`src/rtl/fifo_wr_arbiter.sv`:
```
// fifo_wr_arbiter: shares the single FIFO write port among N_REQ requesters
// in the wrclk domain. Round-robin arbitration with bounded bursts. Each
// requester uses a valid/ack handshake. The push stops while the FIFO is full.
`timescale 1ns/1ps

module fifo_wr_arbiter #(
    parameter  int N_REQ     = 4,
    parameter  int DW        = 8,
    parameter  int BURST_MAX = 4,
    localparam int OW        = $clog2(N_REQ),
    localparam int BW        = $clog2(BURST_MAX + 1)
) (
    input  logic                wrclk,
    input  logic                arst_n,
    input  logic [N_REQ-1:0]    req_i,
    input  logic [N_REQ*DW-1:0] data_i,
    output logic [N_REQ-1:0]    ack_o,
    input  logic                full_i,
    output logic                push_o,
    output logic [DW-1:0]       wdata_o,
    output logic [OW-1:0]       owner_o,
    output logic                busy_o
);

    typedef enum logic {
        IDLE  = 1'b0,
        GRANT = 1'b1
    } state_t;

    state_t          state_q, state_d;
    logic [OW-1:0]   owner_q, owner_d;
    logic [OW-1:0]   last_owner_q, last_owner_d;
    logic [BW-1:0]   beat_cnt_q, beat_cnt_d;

    logic            pick_valid;
    logic [OW-1:0]   pick;
    logic [OW-1:0]   cand;
    logic            xfer;
    logic [DW-1:0]   data_arr [N_REQ];

    // Unpack the flat requester data bus into per-requester words.
    for (genvar g = 0; g < N_REQ; g++) begin : g_unpack
        assign data_arr[g] = data_i[g*DW +: DW];
    end

    // Round-robin search: first requesting index after last_owner, wrapping.
    always_comb begin
        // NOTE: every signal written in an always_comb gets a default first, so no path leaves it unassigned and no latch is inferred.
        pick_valid = 1'b0;
        pick       = '0;
        cand       = '0;
        for (int i = 1; i <= N_REQ; i++) begin
            cand = OW'((int'(last_owner_q) + i) % N_REQ);
            if (!pick_valid && req_i[cand]) begin
                pick_valid = 1'b1;
                pick       = cand;
            end
        end
    end

    // Next-state logic and handshake/push outputs.
    always_comb begin
        state_d      = state_q;
        owner_d      = owner_q;
        last_owner_d = last_owner_q;
        beat_cnt_d   = beat_cnt_q;
        xfer         = 1'b0;
        ack_o        = '0;
        push_o       = 1'b0;
        wdata_o      = '0;

        case (state_q)
            IDLE: begin
                if (pick_valid && !full_i) begin
                    owner_d    = pick;
                    beat_cnt_d = '0;
                    state_d    = GRANT;
                end
            end

            GRANT: begin
                // A cycle with reset asserted must not write the FIFO, even
                // though the state register still holds GRANT until the edge.
                xfer           = req_i[owner_q] & ~full_i & arst_n;
                ack_o[owner_q] = xfer;
                push_o         = xfer;
                if (xfer) begin
                    wdata_o = data_arr[owner_q];
                end

                if (!req_i[owner_q]) begin
                    // Requester dropped its request: give up the grant.
                    state_d      = IDLE;
                    last_owner_d = owner_q;
                    beat_cnt_d   = '0;
                end else if (xfer) begin
                    if (beat_cnt_q == BW'(BURST_MAX - 1)) begin
                        state_d      = IDLE;
                        last_owner_d = owner_q;
                        beat_cnt_d   = '0;
                    end else begin
                        beat_cnt_d = beat_cnt_q + BW'(1);
                    end
                end
                // full_i with request held: everything stays put (stall).
            end

            default: begin
                state_d = IDLE;
            end
        endcase
    end

    // State and grant bookkeeping registers with synchronous active-low reset.
    always_ff @(posedge wrclk) begin
        // NOTE: non-blocking assignments here so every register samples pre-edge values, independent of statement order.
        if (!arst_n) begin
            state_q      <= IDLE;
            owner_q      <= '0;
            last_owner_q <= OW'(N_REQ - 1);
            beat_cnt_q   <= '0;
        end else begin
            state_q      <= state_d;
            owner_q      <= owner_d;
            last_owner_q <= last_owner_d;
            beat_cnt_q   <= beat_cnt_d;
        end
    end

    assign owner_o = owner_q;
    assign busy_o  = (state_q == GRANT);

endmodule

```
`config.mk`:
```
export PLATFORM = sky130hd
export DESIGN_NAME = fifo_wr_arbiter
export DESIGN_NICKNAME = d
export VERILOG_FILES = /design/src/rtl/fifo_wr_arbiter.sv
export SDC_FILE = /design/constraint.sdc
export NUM_CORES = 1
export LEC_CHECK = 0
export ABC_AREA = 1
export BUFFER_PORTS_ARGS = -buffer_cell sky130_fd_sc_hd__buf_2
export CORE_ASPECT_RATIO = 0.75
export CORE_UTILIZATION = 25
export DETAILED_ROUTE_END_ITERATION = 10
export HOLD_SLACK_MARGIN = 0.03
export PLACE_DENSITY = 0.61
export SYNTH_ARGS = -nofsm -noshare
export SYNTH_HDL_FRONTEND = slang
export SYNTH_SLANG_ARGS = --single-unit
```
`constraint.sdc`:
```
create_clock -name wrclk -period 1.6 [get_ports wrclk]
set_input_delay 0.16 -clock wrclk [delete_from_list [all_inputs] [get_ports wrclk]]
set_output_delay 0.16 -clock wrclk [all_outputs]
set_load 0.02 [all_outputs]
```
==> flow_summary.json <==
{
  "nets": 271,
  "grt_remaining_overflow": 0,
  "grt_pass1_wl_um": 4850,
  "layout_common_cells": "61 x nand2_1, 44 x buf_2, 18 x buf_4",
  "yosysSeqAreaShare_pct": 15.3,
  "place_area_um2": 1480,
  "finalPower_mw": 1.19,
  "synth_nets": 199,
  "pre_cts_ws_ps": 68.2,
  "max-slew-margin-rel_pct": 69.7,
  "timing.final.crit_share_pct": 104,
  "critical_path.max_stage_delay_ps": 370,
  "yosysWarnings": 0,
  "utilization_pct": 42.5,
  "final-hold-violation-count": 0,
  "hp-class": "in -> reg",
  "diodes": 0,
  "drc_errors": 0,
  "leakage_nw": 0.809,
  "wl_per_cell_um": 10.8,
  "cp.arrival_ps": 1500,
  "cts_max_path_buffers": 2,
  "cp-start-kind": "flop",
  "die_w_um": 76.7,
  "synthCells": 159,
  "grt_pass1_vias": 1112,
  "drt.antenna.violating_nets": 0,
  "rsz0062_at_grt": "yes",
  "skew_ps": 4.74,
  "ys_types": 29,
  "io_buffers": 54,
  "die_area_um2": 4450,
  "ir_worst_vdd_uv": 624,
  "vias": 1258,
  "dr.pass1.iters": 4,
  "initial_utilization_pct": 27.3,
  "violations": "negative setup slack",
  "hold_buffers": 0,
  "end_kind": "output port",
  "fin_tns_setup_ps": -537,
  "p_per_area_nw_per_um2": 729,
  "clkSlewWorstSetupHoldPaths_ps": 40,
  "synthArstFlopShare_pct": 0,
  "htreeDepth": 1,
  "clk_latency_ps": 230,
  "outcome": "finished, violations left",
  "rows": 19,
  "cts_root_buffer": "clkbuf_8",
  "synth_ff_type": "dfxtp_1",
  "cap_violations": 0,
  "drtIter0Drc": 53,
  "synth.cell_area_um2": 1050,
  "slew_viol_final": 0,
  "die_h_um": 58.0,
  "layout_setup_ws_ps": -61.1,
  "numCtsBuffers": 3,
  "worstMarginPinSlew_ps": 450,
  "cts_tree": "done",
  "synth_edf_count": 0,
  "routed_via_density": 4.48,
  "ys_ff_latch": 8,
  "grt_max_degree": 11,
  "area_growth_pct": 55.5,
  "period_needed_ps": 1660,
  "core_um2": 3830,
  "hpwl_um": 2510,
  "pin_count": 55,
  "syn-mean-instance-area_um2": 6.58,
  "fin_area_um2": 1630,
  "mostFrequentLayoutCell": "nand2_1",
  "track_usage_pct": 13.4,
  "fmax_mhz": 602,
  "slowest_stage": "dfxtp_4",
  "worstSetupPathType": "reg -> out",
  "cts.sinks": 8,
  "setup_violations": 12,
  "critPathMaxFanout": 10,
  "routabilityCongestion": 0.742,
  "worstPathCellList": "inv_4 > nand2_2 > inv_2 > a21oi_2 > nand2_4 > nand4_4 > buf_12 > a31oi_4 > buf_6",
  "required_ps": 1440,
  "drive_gt1_share_pct": 47.6,
  "antenna_found_initial": 0,
  "drt_wl_total_um": 3030
}
[where the power goes]
group | internal (mW) | switching (mW) | leakage [nW] | total (mW)
registers | 0.229 | 0.0343 | 0.0666 | 0.263
logic | 0.277 | 0.398 | 0.721 | 0.675
clock network | 0.163 | 0.0842 | 0.0216 | 0.248
total | 0.670 | 0.516 | 0.809 | 1.19
[flip-flops by register name (all words and copies together), names as in the netlist]
signal / count
beat_cnt_q: 3
busy_o: 1
last_owner_q: 2
owner_o: 2
[stage by stage]
step                cells  hold WS (ps)
finish                281           310
global route          281           320
CTS                   279           309
detailed placement    274           462
global placement      274           457
floorplan             159           420
[cell usage after synthesis, types with 3 or more instances]
| library cell | n | area [um^2] |
|---|---|---|
| inv_1 | 17 | 63.8 |
| a31oi_4 | 7 | 149 |
| nor3_1 | 3 | 15.0 |
| nor2_1 | 8 | 30.0 |
| dfxtp_1 | 8 | 160 |
| nand3_1 | 11 | 55.1 |
| nand2_1 | 62 | 233 |
| inv_2 | 5 | 18.8 |
| a22oi_1 | 8 | 60.1 |
| a21oi_1 | 4 | 20.0 |
| o21ai_0 | 4 | 20.0 |
[metal layers]
metal  global-route usage (%)  wire [um]  vias to the layer above
met4                     1.65          7                        0
met2                     19.8       1220                       40
met1                     20.0       1620                      549
li1                         -          -                      667
met3                     3.15        182                        2
met5                        0          0                        -
[critical path: cells and delay by family, from the launching register on]
| kind | cells | cell delay, ps |
|---|---|---|
| AO/OA/AOI/OAI | 2 | 200 |
| buffers and inverters | 4 | 460 |
| flip-flops | 1 | 370 |
| AND/OR/NAND/NOR | 3 | 240 |
[repair_timing]
item	4_1_cts	5_1_grt
setup endpoints to repair	13	17
cloned	0	0
pin swaps	0	1
resized for setup	21	6
setup buffers	2	2
endpoints found under the hold margin	0	0
[worst paths after layout]
path / startpoint / endpoint / slack (ps) / cells after the start
max: owner_o[0] / wdata_o[0] / -60 / 9
min: arst_n / last_owner_q[1] / 310 / 3
max reg2reg: owner_o[0] / beat_cnt_q[1] / 50 / 11
min reg2reg: beat_cnt_q[2] / beat_cnt_q[2] / 470 / 2
[layout make-up]
| cell class | count | area, um^2 |
|---|---|---|
| Multi-Input combinational cell | 125 | 801 |
| Tap cell | 52 | 65.1 |
| Inverter | 22 | 85.1 |
| Clock buffer | 3 | 41.3 |
| Sequential cell | 8 | 169 |
| Fill cell | 403 | 2200 |
| Timing Repair Buffer | 71 | 465 |
[logic make-up (layout without fill, tap and decap cells)]
kind of cell               after synthesis  in the layout  synth area share [%]
and+or+nand+nor                         94             94                  42.2
DFF                                      8              8                  15.3
AOI/OAI and AO/OA                       30             30                  30.3
adders and majority gates                1              1                  1.20
buffers and inverters                   26             96                  11.0
No activity file was read; power rests on OpenSTA's default activity.
